--- src/rtl/pipe_flow_ctrl.sv ---
// rtl/pipe_flow_ctrl.sv - pipeline stall/flush/halt flow controller with saturating perf counters
module pipe_flow_ctrl #(
    parameter int unsigned DRAIN_CYC = 3,
    parameter int unsigned CNT_W     = 16
) (
    input  logic             clk,
    input  logic             rst_n,
    input  logic             stall_req,
    input  logic             flush_req,
    input  logic             hlt_id,
    output logic             pc_we,
    output logic             ifid_we,
    output logic             ifid_flush,
    output logic             idex_bubble,
    output logic             halted,
    output logic [CNT_W-1:0] stall_cnt,
    output logic [CNT_W-1:0] flush_cnt
);

    localparam int unsigned DW = (DRAIN_CYC > 1) ? $clog2(DRAIN_CYC) : 1;
    localparam logic [DW-1:0] DRAIN_LOAD = DW'(DRAIN_CYC - 1);

    typedef enum logic [1:0] {
        RUN   = 2'd0,
        STALL = 2'd1,
        DRAIN = 2'd2,
        HALT  = 2'd3
    } state_t;

    state_t           state_q, state_d;
    logic [DW-1:0]    drain_q, drain_d;
    logic             halted_q, halted_d;
    logic [CNT_W-1:0] stall_cnt_q, stall_cnt_d;
    logic [CNT_W-1:0] flush_cnt_q, flush_cnt_d;
    logic             stall_inc, flush_inc;

    always_ff @(posedge clk or negedge rst_n) begin
        if (!rst_n) begin
            state_q     <= RUN;
            drain_q     <= '0;
            halted_q    <= 1'b0;
            stall_cnt_q <= '0;
            flush_cnt_q <= '0;
        end else begin
            state_q     <= state_d;
            drain_q     <= drain_d;
            halted_q    <= halted_d;
            stall_cnt_q <= stall_cnt_d;
            flush_cnt_q <= flush_cnt_d;
        end
    end

    always_comb begin
        pc_we       = 1'b1;
        ifid_we     = 1'b1;
        ifid_flush  = 1'b0;
        idex_bubble = 1'b0;
        state_d     = state_q;
        drain_d     = drain_q;
        stall_inc   = 1'b0;
        flush_inc   = 1'b0;

        case (state_q)
            RUN: begin
                if (flush_req) begin
                    ifid_flush  = 1'b1;
                    idex_bubble = 1'b1;
                    flush_inc   = 1'b1;
                    state_d     = RUN;
                end else if (stall_req) begin
                    pc_we       = 1'b0;
                    ifid_we     = 1'b0;
                    idex_bubble = 1'b1;
                    stall_inc   = 1'b1;
                    state_d     = STALL;
                end else if (hlt_id) begin
                    drain_d = DRAIN_LOAD;
                    state_d = DRAIN;
                end else begin
                    state_d = RUN;
                end
            end
            // The stalled instruction proceeds now, so a repeated stall_req is the same hazard.
            STALL: begin
                if (flush_req) begin
                    ifid_flush  = 1'b1;
                    idex_bubble = 1'b1;
                    flush_inc   = 1'b1;
                    state_d     = RUN;
                end else if (hlt_id) begin
                    drain_d = DRAIN_LOAD;
                    state_d = DRAIN;
                end else begin
                    state_d = RUN;
                end
            end
            DRAIN: begin
                pc_we       = 1'b0;
                ifid_we     = 1'b0;
                idex_bubble = 1'b1;
                if (drain_q == '0) begin
                    state_d = HALT;
                end else begin
                    drain_d = drain_q - DW'(1);
                end
            end
            HALT: begin
                pc_we   = 1'b0;
                ifid_we = 1'b0;
                state_d = HALT;
            end
            default: begin
                state_d = RUN;
            end
        endcase

        halted_d    = (state_d == HALT);
        stall_cnt_d = (stall_inc && (stall_cnt_q != '1)) ? stall_cnt_q + CNT_W'(1) : stall_cnt_q;
        flush_cnt_d = (flush_inc && (flush_cnt_q != '1)) ? flush_cnt_q + CNT_W'(1) : flush_cnt_q;
    end

    assign halted    = halted_q;
    assign stall_cnt = stall_cnt_q;
    assign flush_cnt = flush_cnt_q;

endmodule

--- config.mk ---
export PLATFORM = sky130hd
export DESIGN_NAME = pipe_flow_ctrl
export DESIGN_NICKNAME = d
export VERILOG_FILES = /design/src/rtl/pipe_flow_ctrl.sv
export SDC_FILE = /design/constraint.sdc
export NUM_CORES = 1
export LEC_CHECK = 0
export ABC_AREA = 0
export ABC_CLOCK_PERIOD_IN_PS = 1900
export BUFFER_PORTS_ARGS = -buffer_cell sky130_fd_sc_hd__buf_2
export CORE_UTILIZATION = 50
export CTS_BUF_LIST = sky130_fd_sc_hd__clkbuf_4
export CTS_CLUSTER_SIZE = 28
export DETAILED_ROUTE_END_ITERATION = 16
export PLACE_DENSITY = 0.78
export SLEW_MARGIN = 10
export SYNTH_ARGS = -nofsm -noshare
export SYNTH_HDL_FRONTEND = slang
export SYNTH_SLANG_ARGS = --single-unit
--- constraint.sdc ---
create_clock -name clk -period 1.9 [get_ports clk]
set_input_delay 0.095 -clock clk [delete_from_list [all_inputs] [get_ports clk]]
set_output_delay 0.095 -clock clk [all_outputs]
set_load 0.005 [all_outputs]
# Word-level counts from Yosys, hierarchy flattened

Cells that the tools add are included.

Bits in registers: 37
Output and inout bits: 37
Word-level logic and storage cells: 48

Add/sub/neg operators: 3
Equal/unequal tests: 10
Multiplexer cells: 22
Reductions and logical operators: 8

Operators with widths:

| kind                                                | count |
|---|---|
| adder 16 x 1 -> 16 bit, second input constant       | 2 |
| != test 16 bit, second input constant               | 2 |
| 2-to-1 mux 2 bit                                    | 10 |
| 2-to-1 mux 1 bit                                    | 8 |
| != test 2 bit, second input constant                | 4 |
| case mux 2 bit (4 select lines)                     | 1 |
| equality test 2 bit, second input constant          | 3 |
| case mux 2 bit (3 select lines)                     | 1 |
| AND reduction 5 bit                                 | 1 |
| zero test 2 bit                                     | 2 |
| OR reduction 2 bit                                  | 2 |
| case mux 1 bit (3 select lines)                     | 1 |
| nonzero test 3 bit                                  | 1 |
| equality test 2 x 1 -> 1 bit, second input constant | 1 |
| logical AND 1 bit                                   | 2 |
| case mux 1 bit (2 select lines)                     | 1 |
| subtractor 2 x 1 -> 2 bit, second input constant    | 1 |

# Depth between registers and ports, before layout

Gate-level depths: netlist of run 1.

Depth after elaboration: 5
Gate-level depth with buffers: 6
Gate-level depth less buffers: 6

# Worst setup path before layout of run 1

No wires, ideal clock.

Path type: reg2reg
From: register stall_cnt_q[0], in the netlist stall_cnt[0]
To: register stall_cnt_q[1], in the netlist stall_cnt[1]
Library setup time: 0.127 ns
Arrival time: 1.730 ns
Data required time: 1.773 ns
Setup slack: 0.043 ns
Stages on the path, launching flop included: 6
Buffers on the path: 1
Period minus slack after synthesis: 1.857 ns
Path through: dfrtp_1 ha_1 nand3_1 o41ai_2 buf_6 mux2_1

Cells in the longest elaborated chain, start to end: 2
Elaborated cells between the ends (all ways): 3
Those cells by class: add/sub: 1; eq/ne: 1; reduce/logical: 1

Ends and longest elaborated chain:

| what                                                           | RTL line | source |
|---|---|---|
| from (decl)                                                    | 33       | `logic [CNT_W-1:0] stall_cnt_q, stall_cnt_d;` |
| from (signal assigned)                                         | 48       | `stall_cnt_q <= stall_cnt_d;` |
| branches (longest 2 deep; another with adder 16 x 1 -> 16 bit) | --       |  |

Several ways; the timed one is not identified.
A chain may end at the register's enable or synchronous reset.

# Final worst setup path of run 1

From: register stall_cnt_q[1], in the netlist stall_cnt[1]
To: register stall_cnt_q[12], in the netlist stall_cnt[12]

The elaborated chain is that of the path after synthesis.

==> out/results.txt, run 1 <==
Longest Clk Path Bufs - 2
CP endpoint kind - register
Max-slew violation count - 0
Most frequent cell after synthesis - dfrtp_1
Fin crit period - 1790 ps
CTS sink cnt - 37
Max cap viols - 0
Root Driver - clkbuf_4
Clock Pin Slew Worst Setup and Hold Paths - 100 ps
Die Wd - 62.7 um
Final nets - 233
Non-filler cells, final - 271
Avg Inst Size Synth - 10.7 um2
Worst EP arrival - 2010 ps
Antenna diode count - 0
CTS Buf Count - 5
Async set-reset flop share out of synthesis - 1.00
Pre-CTS setup slack - 123 ps
Fin crit share - 0.943
Worst Hold Class - input pin to register
Total congestion overflow - 0
Synth unique cells - 39
Fin Clk Skew - 9.50 ps
Post-CTS Hold Buffers - 1
Setup-failing EPs final - 0
Total GRT Usage - 0.196
PortBufs - 41
Number of global-route vias before repair - 1355
Top-area cell type share of the netlist area - 0.503
Post-synth EDFFs - 0
Core area - 0.00344 mm2
Layout cells sized above 1 - 0.284
CTS tree - done
DR pass1 iterations - 4
Routed wire per std cell - 13.2 um
H-tree lvl count - 2
Crit Path Max Fanout - 5
Antenna Nets Post-Route - 0
Commonest cells post-synth - 37 x dfrtp_1, 20 x xor2_1, 13 x nor2_1, 11 x nand2_1, 10 x nand3_1
Largest net degree at the start of global routing - 38
Post-Synthesis Cells - 172
Cell taking the most area after synthesis - dfrtp_1
Top cells by area, synth - dfrtp_1 50%, xor2_1 9.5%, and4_1 2.9%, nand3_1 2.7%, nand4_1 2.7%
Maximum clock rate - 558 MHz
Leakage - 1.16 nW
Top FF cell, synth - dfrtp_1
PwrDens - 733 mW/mm2
CTS-repair resized insts - 0
Mapped Nets - 180
DIE AREA - 0.00393 mm2
Setup WS post-layout - 109 ps
Drt total wl - 3570 um
Dpl cells - 263
Yosys warns - 0
Max VDD drop - 676 uV
Req. time, crit path - 2120 ps
Initial antenna violation count - 0
Worst Max-Slew Pin Slew - 795 ps
Vias/cell - 5.42
Vias - 1468
Crit path kind - register to register
Syn-to-layout area delta - 18.8%
# rows - 21
CP Launch Type - register
RSZ-0062 raised after global routing - false
Synth Cell Area - 0.00184 mm2
IO Count - 42
Drc violations - 0
Register area share after synthesis - 0.503
Hpwl dp - 2660 um
Slew headroom - 0.470
Routability Congestion - 0.831
Setup TNS - 0 ps
Initial DRC count - 66
Hold Fails Final Rpt - 0
Post-synthesis register bit count - 37
Setup Fix Bufs, Post-CTS - 0
First-pass GRT wire length - 6110 um
Clock Latency Late Sink - 330 ps
Die height - 62.7 um
Final Util - 0.636
Initial Util - 0.535
Status - finished clean
## state kept, by name, summed over array words and instances (netlist names)
signal / flops
halted: 1
drain_q: 2
stall_cnt: 16
flush_cnt: 16
state_q: 2
## worst paths after layout
path / startpoint / endpoint / slack (ps) / cells after the start
setup / recovery: stall_cnt[1]$_DFFE_PN0P_ / stall_cnt[12]$_DFFE_PN0P_ / 110 / 5
hold / removal: hlt_id / state_q[1]$_DFF_PN0_ / 80 / 3
setup reg to reg: stall_cnt[1]$_DFFE_PN0P_ / stall_cnt[12]$_DFFE_PN0P_ / 110 / 5
hold reg to reg: flush_cnt[7]$_DFFE_PN0P_ / flush_cnt[7]$_DFFE_PN0P_ / 500 / 1
max in group asynchronous: rst_n / flush_cnt[6]$_DFFE_PN0P_ / 1010 / 2
min in group asynchronous: rst_n / flush_cnt[5]$_DFFE_PN0P_ / 390 / 2
## routing by layer
metal	wire [um]	part of all wire	vias to the layer above	GRT usage
met4	30	0.0084	0	0.0610
met2	1670	0.47	33	0.319
li1	-	-	712	-
met3	121	0.034	4	0.0383
met5	0	0	-	0
met1	1760	0.49	719	0.265
## cell usage in the layout (no fill, tap or decap), types with 2 or more instances in the layout
master / n
nand2_1: 11
ha_1: 3
and2_1: 2
a31oi_1: 3
nand4_1: 8
a21oi_1: 6
nor3_1: 6
nor4_1: 2
nor2_1: 13
mux2_1: 2
and4_1: 6
xnor2_1: 5
a211oi_1: 2
clkbuf_4: 6
buf_4: 8
or2_2: 2
buf_2: 41
nand3_1: 10
and3_1: 3
o21ai_0: 5
xor2_1: 20
dfrtp_1: 37
inv_1: 6
## where the power goes
group | leakage (nW) | total, mW | switching, mW | internal (mW)
Sequential | 0.483 | 0.957 | 0.0846 | 0.872
Combinational | 0.652 | 0.264 | 0.124 | 0.139
Clock | 0.0292 | 0.384 | 0.236 | 0.149
## logic make-up after synthesis
| family | after synthesis | share of synthesized area |
|---|---|---|
| multiplexers | 3 | 0.0183 |
| XOR/XNOR | 25 | 0.119 |
| flip-flops | 37 | 0.503 |
| AO/OA/AOI/OAI | 20 | 0.0707 |
| adder cells (fa/ha/maj) | 3 | 0.0204 |
| AND/OR/NAND/NOR | 74 | 0.238 |
| buffers and inverters | 10 | 0.0312 |
## area by class of cell
cell class	count	area, um2
multi-input combinational	125	858
sequential	37	926
fill	286	1250
clock inverter	1	3.75
clock buffer	6	45.0
inverter	6	22.5
tap	46	57.6
timing repair buffer	50	275
## critical path: stages (launching register included)
cell	delay, ps
dfrtp_1	420
ha_1	190
nand3_1	130
or4_4	530
nor2_2	100
mux2_1	320
## per-stage QoR
step	hold WS, ps	power, mW	instance area (um2)
global route	79.4	1.71	2190
global placement	231	1.23	2130
CTS	61.6	1.62	2190
finish	76.7	1.61	2190
detailed placement	233	1.24	2130
floorplan	-201	1.10	1840
(Power assumes the default switching activity.)
==> run 2: changes to the inputs <==
Settings changed: ABC_AREA 0 to 1, CORE_UTILIZATION 50 to 52.
==> out/results.txt, run 2 <==
Fin Clk Skew - 14.8 ps (was 9.50 ps)
Fin crit share - 0.896 (was 0.943)
CP Launch Type - register (unchanged)
Layout cells sized above 1 - 0.178 (was 0.284)
Synth Cell Area - 0.00234 mm2 (was 0.00184 mm2)
Routability Congestion - 0.883 (was 0.831)
Worst R2R Setup Slack - 240 ps (was 110 ps)
Max VDD drop - 387 uV (was 676 uV)
Async set-reset flop share out of synthesis - 1.00 (unchanged)
Most common cell after layout, fill and taps aside - nand2_1 (was buf_2)
Total GRT Usage - 0.232 (was 0.196)
CTS Buf Count - 5 (unchanged)
Initial DRC count - 163 (was 66)
Register area share after synthesis - 0.395 (was 0.503)
PortBufs - 41 (unchanged)
Setup-failing EPs final - 0 (unchanged)
Commonest non-fill, non-tap cells in the layout - 139 x nand2_1, 46 x inv_1, 41 x buf_2, 40 x nor2_1, 37 x dfrtp_1 (was 41 x buf_2, 37 x dfrtp_1, 20 x xor2_1, 13 x nor2_1, 11 x nand2_1)
Yosys warns - 0 (unchanged)
Setup WS post-layout - 197 ps (was 109 ps)
Worst R2R End - flush_cnt[5]$_DFFE_PN0P_ (was stall_cnt[12]$_DFFE_PN0P_)
Reg2reg path depth - 8 (was 5)
Longest Clk Path Bufs - 2 (unchanged)
Synth unique cells - 22 (was 39)
Crit path top cell by count - inv_1
CP endpoint kind - output pin (was register)
Fin crit period - 1700 ps (was 1790 ps)
Vias/cell - 5.06 (was 5.42)
Crit path kind - register to output pin (was register to register)
Crit Path Max Fanout - 6 (was 5)
IO Count - 42 (unchanged)
# rows - 24 (was 21)
Total power draw - 1.30 mW (was 1.61 mW)
Post-synth EDFFs - 0 (unchanged)
CTS sink cnt - 37 (unchanged)
Clock Pin Slew Worst Setup and Hold Paths - 120 ps (was 100 ps)
Avg Inst Size Synth - 6.73 um2 (was 10.7 um2)
Slew headroom - 0.449 (was 0.470)
Worst hold slack - 33.2 ps (was 76.7 ps)
Mapped Nets - 356 (was 180)
Worst path max stage delay - 460 ps (was 530 ps)
Post-Synthesis Cells - 348 (was 172)
DR pass1 iterations - 4 (unchanged)
Initial antenna violation count - 0 (unchanged)
FF-to-FF Start - flush_cnt[1]$_DFFE_PN0P_ (was stall_cnt[1]$_DFFE_PN0P_)
Hpwl dp - 3960 um (was 2660 um)
Initial Util - 0.538 (was 0.535)
Maximum clock rate - 587 MHz (was 558 MHz)
PwrDens - 487 mW/mm2 (was 733 mW/mm2)
Top FF cell, synth - dfrtp_1 (unchanged)
Post-synthesis register bit count - 37 (unchanged)
Critical Path Sink - idex_bubble (was stall_cnt[12]$_DFFE_PN0P_)
Final nets - 405 (was 233)
Number of global-route vias before repair - 2142 (was 1355)
Top-area cell type share of the netlist area - 0.395 (was 0.503)
H-tree lvl count - 2 (unchanged)
Syn-to-layout area delta - 14.1% (was 18.8%)
Worst setup path startpoint - state_q[1]$_DFF_PN0_ (was stall_cnt[1]$_DFFE_PN0P_)
Max cap viols - 0 (unchanged)
Cell taking the most area after synthesis - dfrtp_1 (unchanged)
Finished Cell Area - 0.00267 mm2 (was 0.00219 mm2)
Max-slew violation count - 0 (unchanged)
Routed wire per std cell - 11.6 um (was 13.2 um)
Drc violations - 0 (unchanged)
CTS tree - done (unchanged)
Hold Fails Final Rpt - 0 (unchanged)
Pre-CTS setup slack - 20.7 ps (was 123 ps)
Worst EP arrival - 1610 ps (was 2010 ps)
Slowest stage cell, crit path - dfrtp_1 (was or4_4)
Vias - 2276 (was 1468)
Root Driver - clkbuf_4 (unchanged)
Core area - 0.00435 mm2 (was 0.00344 mm2)
Die Wd - 69.1 um (was 62.7 um)
Worst Max-Slew Pin Slew - 826 ps (was 795 ps)
Cell Chain, Critical Path - inv_1 > nand2_1 > inv_1 > or2_2 > buf_2 (was ha_1 > nand3_1 > or4_4 > nor2_2 > mux2_1)
Commonest cells post-synth - 139 x nand2_1, 46 x inv_1, 41 x nor2_1, 37 x dfrtp_1, 21 x nand3_1 (was 37 x dfrtp_1, 20 x xor2_1, 13 x nor2_1, 11 x nand2_1, 10 x nand3_1)
Antenna diode count - 0 (unchanged)
Setup TNS - 0 ps (unchanged)
Drt total wl - 5220 um (was 3570 um)
RSZ-0062 raised after global routing - false (unchanged)
Total congestion overflow - 0 (unchanged)
Req. time, crit path - 1800 ps (was 2120 ps)
Cell area after placement - 0.00261 mm2 (was 0.00213 mm2)
Antenna Nets Post-Route - 0 (unchanged)
Most frequent cell after synthesis - nand2_1 (was dfrtp_1)
Top cells by area, synth - dfrtp_1 40%, nand2_1 22%, inv_1 7.4%, nor2_1 6.6%, nand3_1 4.5% (was dfrtp_1 50%, xor2_1 9.5%, and4_1 2.9%, nand3_1 2.7%, nand4_1 2.7%)
Largest net degree at the start of global routing - 38 (unchanged)
Worst Hold Class - input pin to register (unchanged)
Die height - 69.1 um (was 62.7 um)
DIE AREA - 0.00478 mm2 (was 0.00393 mm2)
First-pass GRT wire length - 9070 um (was 6110 um)
Status - finished clean (unchanged)
Leakage - 1.43 nW (was 1.16 nW)
Clock Latency Late Sink - 340 ps (was 330 ps)
-- run 2: final cells by class --
class,instances,area (um2)
fillers,418,1680
multi-input cells,261,1220
flip-flops and latches,37,926
repair buffers,45,238
inverters,47,176
well taps,52,65.1
clock buffers,5,37.5
clock inverters,3,12.5
-- run 2: logic make-up (layout without fill, tap and decap cells) --
logic type	count (synthesis)	in the layout	synth area share
xor+xnor	6	6	0.0224
flops	37	37	0.395
fa+ha+maj	3	3	0.0160
buf+inv	50	100	0.0881
compound gates	24	24	0.0646
simple gates	228	228	0.414
-- run 2: repair_timing --
| item | CTS | global route |
|---|---|---|
| buffers inserted | 0 | 0 |
| resized for setup | 1 | 1 |
| setup endpoints to repair | 1 | 10 |
| hold endpoints to repair | 37 | 0 |
| hold buffers | 1 | 0 |
-- run 2: through the flow --
stage / utilization / std cells
after global routing: 0.614 / 450
final: 0.614 / 450
after global placement: 0.599 / 441
after CTS: 0.613 / 450
after floorplan: - / 348
after detailed placement: 0.599 / 441
-- run 2: critical path: cells and delay by family (launching register included) --
kind	cells	cell delay (ps)
buffers and inverters	3	350
DFF	1	460
and+or+nand+nor	2	450
-- run 2: worst min path at each step --
stage	slack (ps)	cells past startpoint	to	from
after detailed placement	240	1	flush_cnt[8]$_DFFE_PN0P_	rst_n
after global placement	240	1	flush_cnt[8]$_DFFE_PN0P_	rst_n
after global routing	10	3	state_q[1]$_DFF_PN0_	hlt_id
final	30	3	state_q[1]$_DFF_PN0_	hlt_id
after CTS	10	3	state_q[1]$_DFF_PN0_	hlt_id
after floorplan	-200	0	drain_q[0]$_DFFE_PN0P_	rst_n
-- run 2: power by group --
group	switching (mW)	internal, mW
Sequential	0.0130	0.808
Clock	0.262	0.134
Combinational	0.0531	0.0324
Total	0.328	0.975
-- run 2: metal layers --
layer  GRT usage  routed length, um  vias up
li1            -                  -     1181
met1       0.270               2290     1043
met2       0.421               2720       50
met3      0.0497                193        2
met4      0.0771                 14        0
met5           0                  0        -
==> run 3: changes to the inputs <==
Settings changed: RECOVER_POWER set to 100, TNS_END_PERCENT set to 100.
==> out/results.txt, run 3 (synthesis results as in run 2) <==
Req. time, crit path - 2130 ps (was 1800 ps)
Vias - 2312 (was 2276)
Routability Congestion - 0.883 (unchanged)
Cell area after placement - 0.00261 mm2 (unchanged)
Worst R2R Setup Slack - 150 ps (was 240 ps)
Maximum clock rate - 573 MHz (was 587 MHz)
Setup-failing EPs final - 0 (unchanged)
Multi-input logic area - 0.00118 mm2 (was 0.00122 mm2)
Fin crit period - 1750 ps (was 1700 ps)
Drt total wl - 5220 um (about the same)
Initial DRC count - 147 (was 163)
Commonest non-fill, non-tap cells in the layout - 141 x nand2_1, 47 x inv_1, 40 x nor2_1, 37 x dfrtp_1, 31 x buf_2 (was 139 x nand2_1, 46 x inv_1, 41 x buf_2, 40 x nor2_1, 37 x dfrtp_1)
Routed wire per std cell - 11.6 um (about the same)
Crit path kind - register to register (was register to output pin)
Total power draw - 1.31 mW (was 1.30 mW)
IO Count - 42 (unchanged)
DR pass1 iterations - 4 (unchanged)
Hold Crit Start - hlt_id (unchanged)
CP Launch Type - register (unchanged)
Total GRT Usage - 0.232 (unchanged)
Antenna diode count - 0 (unchanged)
Worst R2R End - flush_cnt[2]$_DFFE_PN0P_ (was flush_cnt[5]$_DFFE_PN0P_)
Slew headroom - 0.380 (was 0.449)
Drc violations - 0 (unchanged)
# rows - 24 (unchanged)
Vias/cell - 5.14 (was 5.06)
Hold Fails Final Rpt - 0 (unchanged)
PwrDens - 501 mW/mm2 (was 487 mW/mm2)
RSZ-0062 raised after global routing - false (unchanged)
Worst Max-Slew Pin Slew - 931 ps (was 826 ps)
Longest Clk Path Bufs - 2 (unchanged)
Status - finished clean (unchanged)
Clock Latency Late Sink - 350 ps (was 340 ps)
FF-to-FF Start - flush_cnt[1]$_DFFE_PN0P_ (unchanged)
Pre-CTS setup slack - 20.7 ps (unchanged)
Fillers - 439 (was 418)
Non-filler cells, final - 450 (unchanged)
PortBufs - 41 (unchanged)
Final Util - 0.599 (was 0.614)
DIE AREA - 0.00478 mm2 (unchanged)
CP endpoint kind - register (was output pin)
Antenna Nets Post-Route - 0 (unchanged)
Fin Clk Skew - 17.4 ps (was 14.8 ps)
Hold path endpoint - state_q[1]$_DFF_PN0_ (unchanged)
Worst Hold Depth - 3 (unchanged)
Syn-to-layout area delta - 11.4% (was 14.1%)
Max-slew violation count - 0 (unchanged)
Hpwl dp - 3960 um (unchanged)
Initial Util - 0.538 (unchanged)
First-pass GRT wire length - 9070 um (unchanged)
Die height - 69.1 um (unchanged)
Setup TNS - 0 ps (unchanged)
Worst EP arrival - 1980 ps (was 1610 ps)
Worst hold slack - 25.7 ps (was 33.2 ps)
Finished Cell Area - 0.00261 mm2 (was 0.00267 mm2)
Dpl cells - 441 (unchanged)
Initial antenna violation count - 0 (unchanged)
Clock Pin Slew Worst Setup and Hold Paths - 130 ps (was 120 ps)
Total congestion overflow - 0 (unchanged)
Die Wd - 69.1 um (unchanged)
Core area - 0.00435 mm2 (unchanged)
Final nets - 405 (unchanged)
Layout cells sized above 1 - 0.123 (was 0.178)
CTS tree - done (unchanged)
Max cap viols - 0 (unchanged)
Number of global-route vias before repair - 2142 (unchanged)
CTS Buf Count - 5 (unchanged)
CTS sink cnt - 37 (unchanged)
Crit Path Max Fanout - 9 (was 6)
H-tree lvl count - 2 (unchanged)
Worst Hold Class - input pin to register (unchanged)
Register Area - 926 um2 (unchanged)
Leakage - 1.38 nW (was 1.43 nW)
Largest net degree at the start of global routing - 38 (unchanged)
Root Driver - clkbuf_4 (unchanged)
Setup WS post-layout - 154 ps (was 197 ps)
Max VDD drop - 389 uV (was 387 uV)
Reg2reg path depth - 9 (was 8)
Most common cell after layout, fill and taps aside - nand2_1 (unchanged)
Fin crit share - 0.919 (was 0.896)
-- run 3: where the power goes --
part | switching (mW) | total [mW] | internal (mW)
clock network | 0.267 | 0.401 | 0.134
registers | 0.0134 | 0.822 | 0.808
logic | 0.0532 | 0.0856 | 0.0324
total | 0.334 | 1.31 | 0.975
-- run 3: worst max-delay path by stage --
stage	startpoint	endpoint	slack, ps	cells after the start
3_5_place_dp	flush_cnt[1]$_DFFE_PN0P_	flush_cnt[5]$_DFFE_PN0P_	20	8
5_1_grt	flush_cnt[1]$_DFFE_PN0P_	flush_cnt[1]$_DFFE_PN0P_	50	9
4_1_cts	stall_cnt[0]$_DFFE_PN0P_	stall_cnt[8]$_DFFE_PN0P_	60	8
6_report	flush_cnt[1]$_DFFE_PN0P_	flush_cnt[2]$_DFFE_PN0P_	150	9
3_3_place_gp	flush_cnt[1]$_DFFE_PN0P_	flush_cnt[9]$_DFFE_PN0P_	80	8
2_1_floorplan	flush_cnt[0]$_DFFE_PN0P_	flush_cnt[10]$_DFFE_PN0P_	390	9
-- run 3: final cells by class --
class,instances,area share
Inverter,47,0.0676
Sequential cell,37,0.355
Clock inverter,3,0.00479
Clock buffer,5,0.0144
Multi-Input combinational cell,261,0.451
Tap cell,52,0.0249
Timing Repair Buffer,45,0.0829
-- run 3: per-layer routing --
metal | track usage | vias to the layer above | routed length [um]
met2 | 0.421 | 66 | 2720
li1 | - | 1178 | -
met4 | 0.0771 | 0 | 49
met1 | 0.270 | 1062 | 2220
met3 | 0.0497 | 6 | 227
met5 | 0 | - | 0
-- run 3: repair_timing --
item                       4_1_cts  5_1_grt
hold buffers                     1        0
setup endpoints to repair        1       10
hold endpoints to repair        37        0
setup buffers                    0        0
resized for setup                1        1
gates cloned                     0        0
-- run 3: worst max-delay path: stages (launching register included) --
cell     delay, ps
dfrtp_1        430
ha_1           250
nand3_1        140
inv_1           70
nand2_1         90
inv_1           40
nand2_1        250
nand2_2        200
nand2_1         90
o21ai_0         70
